--- src/rtl/motor_pwm_ramp_driver_if.sv ---
// Command bus from the drive-command logic: one strobe capturing a target
// direction and duty for each of the two motor channels.
interface motor_pwm_ramp_driver_if #(
  parameter int DUTY_W = 8
);
  logic              cmd_valid;
  logic              cmd_dir_l;
  logic [DUTY_W-1:0] cmd_duty_l;
  logic              cmd_dir_r;
  logic [DUTY_W-1:0] cmd_duty_r;

  modport master (
    output cmd_valid, cmd_dir_l, cmd_duty_l, cmd_dir_r, cmd_duty_r
  );

  modport slave (
    input cmd_valid, cmd_dir_l, cmd_duty_l, cmd_dir_r, cmd_duty_r
  );
endinterface

--- src/rtl/motor_pwm_ramp_driver.sv ---
// Dual-channel motor PWM driver with slew-limited duty ramps and safe
// direction reversal (decelerate, dead time, flip DIR, accelerate).
module motor_pwm_ramp_driver #(
  parameter int PERIOD       = 100,
  parameter int DUTY_W       = 8,
  parameter int STEP         = 10,
  parameter int DEAD_PERIODS = 2
) (
  input  logic                   clk,
  input  logic                   rst,
  input  logic                   enable,
  motor_pwm_ramp_driver_if.slave cmd,
  output logic                   PWML,
  output logic                   PWMR,
  output logic                   DIRL,
  output logic                   DIRR,
  output logic                   nSLPL,
  output logic                   nSLPR,
  output logic                   settled
);
  localparam int CNT_W = (PERIOD > 1) ? $clog2(PERIOD) : 1;
  localparam int DC_W  = (DEAD_PERIODS > 1) ? $clog2(DEAD_PERIODS) : 1;
  localparam int W1    = DUTY_W + 1;

  localparam logic [CNT_W-1:0]  CNT_LAST  = CNT_W'(PERIOD - 1);
  localparam logic [DC_W-1:0]   DEAD_LAST = DC_W'(DEAD_PERIODS - 1);
  localparam logic [W1-1:0]     PERIOD_W  = W1'(PERIOD);
  localparam logic [W1-1:0]     STEP_W    = W1'(STEP);
  localparam logic [DUTY_W-1:0] PERIOD_N  = DUTY_W'(PERIOD);
  localparam logic [DUTY_W-1:0] STEP_N    = DUTY_W'(STEP);

  localparam logic [1:0] ST_RUN   = 2'd0;
  localparam logic [1:0] ST_DECEL = 2'd1;
  localparam logic [1:0] ST_DEAD  = 2'd2;

  logic [CNT_W-1:0] cnt_reg;
  logic             tick;
  logic [1:0]       pwm_ch;
  logic [1:0]       dir_ch;
  logic [1:0]       nslp_ch;
  logic [1:0]       ok_ch;
  logic             settled_reg;

  assign tick = (cnt_reg == CNT_LAST);

  always_ff @(posedge clk) begin
    if (rst || tick) begin
      cnt_reg <= '0;
    end else begin
      cnt_reg <= cnt_reg + CNT_W'(1);
    end
  end

  for (genvar gi = 0; gi < 2; gi++) begin : g_ch
    logic [DUTY_W-1:0] cur_reg, cur_next;
    logic [DUTY_W-1:0] tgt_reg, tgt_next;
    logic              tgt_dir_reg, tgt_dir_next;
    logic              dir_reg, dir_next;
    logic [1:0]        state_reg, state_next;
    logic [DC_W-1:0]   dead_cnt_reg, dead_cnt_next;
    logic              pwm_reg;
    logic              nslp_reg;
    logic              dir_in;
    logic [DUTY_W-1:0] duty_in;
    logic [W1-1:0]     up_w;
    logic [DUTY_W-1:0] dn_n;

    assign dir_in  = (gi == 0) ? cmd.cmd_dir_l  : cmd.cmd_dir_r;
    assign duty_in = (gi == 0) ? cmd.cmd_duty_l : cmd.cmd_duty_r;

    // Ramp candidates: the upward sum is widened so it cannot wrap past the
    // target, the downward difference saturates at zero.
    assign up_w = W1'(cur_reg) + STEP_W;
    assign dn_n = (W1'(cur_reg) > STEP_W) ? (cur_reg - STEP_N) : '0;

    always_comb begin
      cur_next      = cur_reg;
      tgt_next      = tgt_reg;
      tgt_dir_next  = tgt_dir_reg;
      dir_next      = dir_reg;
      state_next    = state_reg;
      dead_cnt_next = dead_cnt_reg;

      if (cmd.cmd_valid) begin
        tgt_next     = (W1'(duty_in) > PERIOD_W) ? PERIOD_N : duty_in;
        tgt_dir_next = dir_in;
      end

      if (!enable) begin
        cur_next   = '0;
        state_next = ST_RUN;
      end else if (tick) begin
        case (state_reg)
          ST_RUN: begin
            if (tgt_dir_reg != dir_reg) begin
              state_next = ST_DECEL;
            end else if (cur_reg < tgt_reg) begin
              cur_next = (up_w < W1'(tgt_reg)) ? (cur_reg + STEP_N) : tgt_reg;
            end else if (cur_reg > tgt_reg) begin
              cur_next = (dn_n > tgt_reg) ? dn_n : tgt_reg;
            end
          end
          ST_DECEL: begin
            if (tgt_dir_reg == dir_reg) begin
              state_next = ST_RUN;
            end else if (cur_reg == '0) begin
              state_next    = ST_DEAD;
              dead_cnt_next = '0;
            end else begin
              cur_next = dn_n;
            end
          end
          ST_DEAD: begin
            // DIR only flips here, after whole periods of guaranteed-low PWM.
            if (dead_cnt_reg == DEAD_LAST) begin
              dir_next   = tgt_dir_reg;
              state_next = ST_RUN;
            end else begin
              dead_cnt_next = dead_cnt_reg + DC_W'(1);
            end
          end
          default: state_next = ST_RUN;
        endcase
      end
    end

    always_ff @(posedge clk) begin
      if (rst) begin
        cur_reg      <= '0;
        tgt_reg      <= '0;
        tgt_dir_reg  <= 1'b0;
        dir_reg      <= 1'b0;
        state_reg    <= ST_RUN;
        dead_cnt_reg <= '0;
        pwm_reg      <= 1'b0;
        nslp_reg     <= 1'b0;
      end else begin
        cur_reg      <= cur_next;
        tgt_reg      <= tgt_next;
        tgt_dir_reg  <= tgt_dir_next;
        dir_reg      <= dir_next;
        state_reg    <= state_next;
        dead_cnt_reg <= dead_cnt_next;
        pwm_reg      <= enable && (state_reg != ST_DEAD) && (DUTY_W'(cnt_reg) < cur_reg);
        nslp_reg     <= enable;
      end
    end

    assign pwm_ch[gi]  = pwm_reg;
    assign dir_ch[gi]  = dir_reg;
    assign nslp_ch[gi] = nslp_reg;
    assign ok_ch[gi]   = (state_reg == ST_RUN) && (cur_reg == tgt_reg) &&
                         (dir_reg == tgt_dir_reg);
  end

  always_ff @(posedge clk) begin
    if (rst) begin
      settled_reg <= 1'b1;
    end else begin
      settled_reg <= &ok_ch;
    end
  end

  assign PWML    = pwm_ch[0];
  assign PWMR    = pwm_ch[1];
  assign DIRL    = dir_ch[0];
  assign DIRR    = dir_ch[1];
  assign nSLPL   = nslp_ch[0];
  assign nSLPR   = nslp_ch[1];
  assign settled = settled_reg;
endmodule

--- src/flat_wrapper.sv ---
// flat-port wrapper written by rule: the top's interface ports become plain ports
module motor_pwm_ramp_driver_flat 
#(
  parameter int PERIOD       = 100,
  parameter int DUTY_W       = 8,
  parameter int STEP         = 10,
  parameter int DEAD_PERIODS = 2
)
  (clk, rst, enable, PWML, PWMR, DIRL, DIRR, nSLPL, nSLPR, settled, cmd_cmd_valid, cmd_cmd_dir_l, cmd_cmd_duty_l, cmd_cmd_dir_r, cmd_cmd_duty_r);
  motor_pwm_ramp_driver_if #(.DUTY_W(DUTY_W)) cmd_i ();
  input  logic clk;
  input  logic rst;
  input  logic enable;
  output logic PWML;
  output logic PWMR;
  output logic DIRL;
  output logic DIRR;
  output logic nSLPL;
  output logic nSLPR;
  output logic settled;
  input wire logic [$bits(cmd_i.cmd_valid)-1:0] cmd_cmd_valid;
  input wire logic [$bits(cmd_i.cmd_dir_l)-1:0] cmd_cmd_dir_l;
  input wire logic [$bits(cmd_i.cmd_duty_l)-1:0] cmd_cmd_duty_l;
  input wire logic [$bits(cmd_i.cmd_dir_r)-1:0] cmd_cmd_dir_r;
  input wire logic [$bits(cmd_i.cmd_duty_r)-1:0] cmd_cmd_duty_r;
  assign cmd_i.cmd_valid = cmd_cmd_valid;
  assign cmd_i.cmd_dir_l = cmd_cmd_dir_l;
  assign cmd_i.cmd_duty_l = cmd_cmd_duty_l;
  assign cmd_i.cmd_dir_r = cmd_cmd_dir_r;
  assign cmd_i.cmd_duty_r = cmd_cmd_duty_r;
  motor_pwm_ramp_driver #(.PERIOD(PERIOD), .DUTY_W(DUTY_W), .STEP(STEP), .DEAD_PERIODS(DEAD_PERIODS)) u_core (.clk(clk), .rst(rst), .enable(enable), .cmd(cmd_i), .PWML(PWML), .PWMR(PWMR), .DIRL(DIRL), .DIRR(DIRR), .nSLPL(nSLPL), .nSLPR(nSLPR), .settled(settled));
endmodule
--- config.mk ---
export PLATFORM = sky130hd
export DESIGN_NAME = motor_pwm_ramp_driver_flat
export DESIGN_NICKNAME = d
export VERILOG_FILES = /design/src/rtl/motor_pwm_ramp_driver_if.sv /design/src/rtl/motor_pwm_ramp_driver.sv /design/src/flat_wrapper.sv
export SDC_FILE = /design/constraint.sdc
export NUM_CORES = 1
export LEC_CHECK = 0
export CELL_PAD_IN_SITES_DETAIL_PLACEMENT = 0
export CELL_PAD_IN_SITES_GLOBAL_PLACEMENT = 2
export CORE_MARGIN = 5
export CORE_UTILIZATION = 37
export DETAILED_ROUTE_END_ITERATION = 8
export PLACE_DENSITY = 0.79
export SYNTH_ARGS = -nofsm -noshare
export SYNTH_HDL_FRONTEND = slang
export SYNTH_SLANG_ARGS = --single-unit
--- constraint.sdc ---
create_clock -name clk -period 3.9 [get_ports clk]
set_input_delay 1.17 -clock clk [delete_from_list [all_inputs] [get_ports clk]]
set_output_delay 1.17 -clock clk [all_outputs]
set_load 0.05 [all_outputs]
==> results of run 1 <==
metrics by stage:
stage           util  hold WS (ns)
2_1_floorplan      -         0.449
3_3_place_gp   0.413         0.469
3_5_place_dp   0.413         0.475
4_1_cts        0.425         0.486
5_1_grt        0.425         0.498
6_report       0.425         0.491
power by group:
group | total (uW) | switching, uW | internal, uW
Sequential | 569 | 13.9 | 555
Combinational | 245 | 139 | 106
Clock | 468 | 215 | 253
per-layer routing:
| layer | share of wire | GRT usage |
|---|---|---|
| met5 | 0 | 0 |
| met4 | 0.018 | 0.0609 |
| met3 | 0.058 | 0.0398 |
| met2 | 0.40 | 0.270 |
| met1 | 0.52 | 0.285 |
cell usage in the layout, fill, tap and decap left out, types with 10 or more instances in the layout:
cell type        synthesis  final
nand2b_1                11     11
ha_1                    69     69
o21ai_0                 27     27
xnor2_1                 14     14
mux2i_1                 11     11
nor3_1                  22     22
a21oi_1                 30     30
a21o_1                  12     12
nor2_1                  55     55
dfxtp_1                 53     53
clkdlybuf4s50_1          0     28
nand3_1                 19     19
nand4_1                 10     10
a211oi_1                13     13
nand2_1                 37     37
inv_1                   43     43
kinds of logic (layout without fill, tap and decap cells):
kind of cell | Yosys count | count (layout) | synth area share
adders and majority gates | 69 | 69 | 0.191
muxes | 13 | 13 | 0.0293
AOI/OAI and AO/OA | 146 | 146 | 0.225
xor gates and xnor gates | 18 | 18 | 0.0349
and+or+nand+nor | 195 | 195 | 0.229
buffers and inverters | 64 | 88 | 0.0562
DFF | 53 | 53 | 0.235
area by class of cell:
cell class	instances	area [um2]	share of cell area
Multi-Input combinational cell	441	3210	0.627
Sequential cell	53	1060	0.208
Timing Repair Buffer	37	348	0.0681
Tap cell	147	184	0.0360
Inverter	44	165	0.0323
Clock buffer	6	139	0.0272
Clock inverter	1	7.51	0.00147
path summary, 6_finish.rpt:
check,from,to,slack (ns),cells after the start
setup reg to reg,u_core.g_ch[1].cur_reg[7],u_core.g_ch[1].cur_reg[4],0.39,10
setup / recovery,u_core.g_ch[1].cur_reg[7],u_core.g_ch[1].cur_reg[4],0.39,10
hold / removal,u_core.g_ch[0].state_reg[0],u_core.g_ch[0].state_reg[0],0.49,2
hold reg to reg,u_core.g_ch[0].state_reg[0],u_core.g_ch[0].state_reg[0],0.49,2
tightest hold or removal path: stages, from the launching register on:
cell and delay (ns):
dfxtp_1 0.33, nand2_1 0.06, a21oi_1 0.06
==> run metrics, run 1 <==
sequential area share after synthesis 0.235; YS warnings 0; Max Root-Sink Buffers 2; Worst setup SP type register; DRT Wirelength approximately 14 mm; Mapped Cells 558; Vias 4,118; Seq cells post-synth 53; top_reg_cell synth dfxtp_1; filler instances 1,203; slowest cell on the critical path a21boi_1; slowest cell delay on critical path 0.58 ns; first-pass GRT wire length 21.6 mm; top cells by area, synth dfxtp_1 (23%), ha_1 (19%), nor2_1 (4.6%); DR WL/cell 18.6 um; arrival time worst endpoint 3.71 ns; Synth top area share 0.235; Post-CTS Hold Buffers 0; Power Density around 250 nW/um2; cell area after synthesis 4520 um2; number of buffers created by CTS 5; Final nets ~670; initial core utilization 0.376; Clk Latency, worst-skew pair 0.30 ns; Post-DP Area 4960 um2; antenna fix cells 0; postcts setup bufs 0; Max FO, Critical Path 8; Antenna Nets Post-Route 0; number of global-route vias before repair 3,930; leakage power total 0.00214 uW; Req. time, crit path slightly above 4 ns; Final Cycle Share 0.901; Die Y 121 um; final setup fails 0; non-filler cells in the finished layout 729; Final min period 3.51 ns; Reg clk slew, reported paths around 0.070 ns; IO Port Bufs 28; clock root cell clkbuf_16; CTS tree yes; crit path kind register to register; worst-margin pin slew 0.963 ns; Fin Setup TNS 0 ns; drt pass-1 iters 5; Slew headroom 0.355; Overflow after GRT 0; GRT Resource Usage Total 0.190; fmax 285 MHz; CTS Sinks 53; pre-CTS setup slack 0.444 ns; largest net degree at the start of global routing 26; MaxCap Viol Count 0; critical path's top delay family simple AND/OR/NAND/NOR gates; worst supply voltage drop on vdd 0.000184 V; syn_area_per_cell around 8.1 um2; final number of hold-violating endpoints 0; post-cts sizing count 0; Commonest cells post-synth ha_1 (69), nor2_1 (55), dfxtp_1 (53); Remaining DRCs 0; hpwl dp 10.6 mm; I/O Pins 29; share of layout cells above drive strength 1 0.0601; routability-driven placement congestion ratio 0.879; H-tree levels 2; Clock Skews 0.00479 ns; DRT iter0 DRCs ~280; Power, Total 1280 uW; # rows 40; CP bufs+invs 0; Hold Path Class register to register; CP endpoint kind register; post-route design area ~5100 um2; initial antenna violation count 0; Layout area overhead 13.0%; distinct cell type count after synthesis 67; Die Footprint 14,500 um2; Die W 121 um; fin. max-slew vios 0; PnR worst setup slack 0.386 ns; EDFF count, synth 0; area leader, netlist dfxtp_1; placed insts 722; ys async rst share 0; syn_nets around 650; most numerous cell in the Yosys netlist ha_1; Core Region 12,000 um2; RSZ-0062 raised after global routing false; crit path cell chain nor4_4 > a21boi_1 > nor3_1 > ha_1 > nand4_1 > o21ai_0 > a21boi_1 > or3_1 > nand2b_1 > a32o_1; vias per cell between 5 and 6; Most common cell on crit path a21boi_1; status complete, no violations
No activity file was read; power rests on OpenSTA's default activity.
==> inputs of run 2 (changes only) <==
--- a/config.mk
+++ b/config.mk
@@ -11,6 +11,7 @@
 export CORE_UTILIZATION = 37
 export DETAILED_ROUTE_END_ITERATION = 8
 export PLACE_DENSITY = 0.79
+export SKIP_CTS_REPAIR_TIMING = 1
 export SYNTH_ARGS = -nofsm -noshare
 export SYNTH_HDL_FRONTEND = slang
 export SYNTH_SLANG_ARGS = --single-unit
==> results of run 2 <==
Final layout, timing and power as in run 1 (identical DEF).
==> inputs of run 3 (changes only) <==
--- a/config.mk
+++ b/config.mk
@@ -5,6 +5,7 @@
 export SDC_FILE = /design/constraint.sdc
 export NUM_CORES = 1
 export LEC_CHECK = 0
+export CAP_MARGIN = 15
 export CELL_PAD_IN_SITES_DETAIL_PLACEMENT = 0
 export CELL_PAD_IN_SITES_GLOBAL_PLACEMENT = 2
 export CORE_MARGIN = 5
==> results of run 3 <==
Final layout, timing and power as in run 1 (identical DEF).
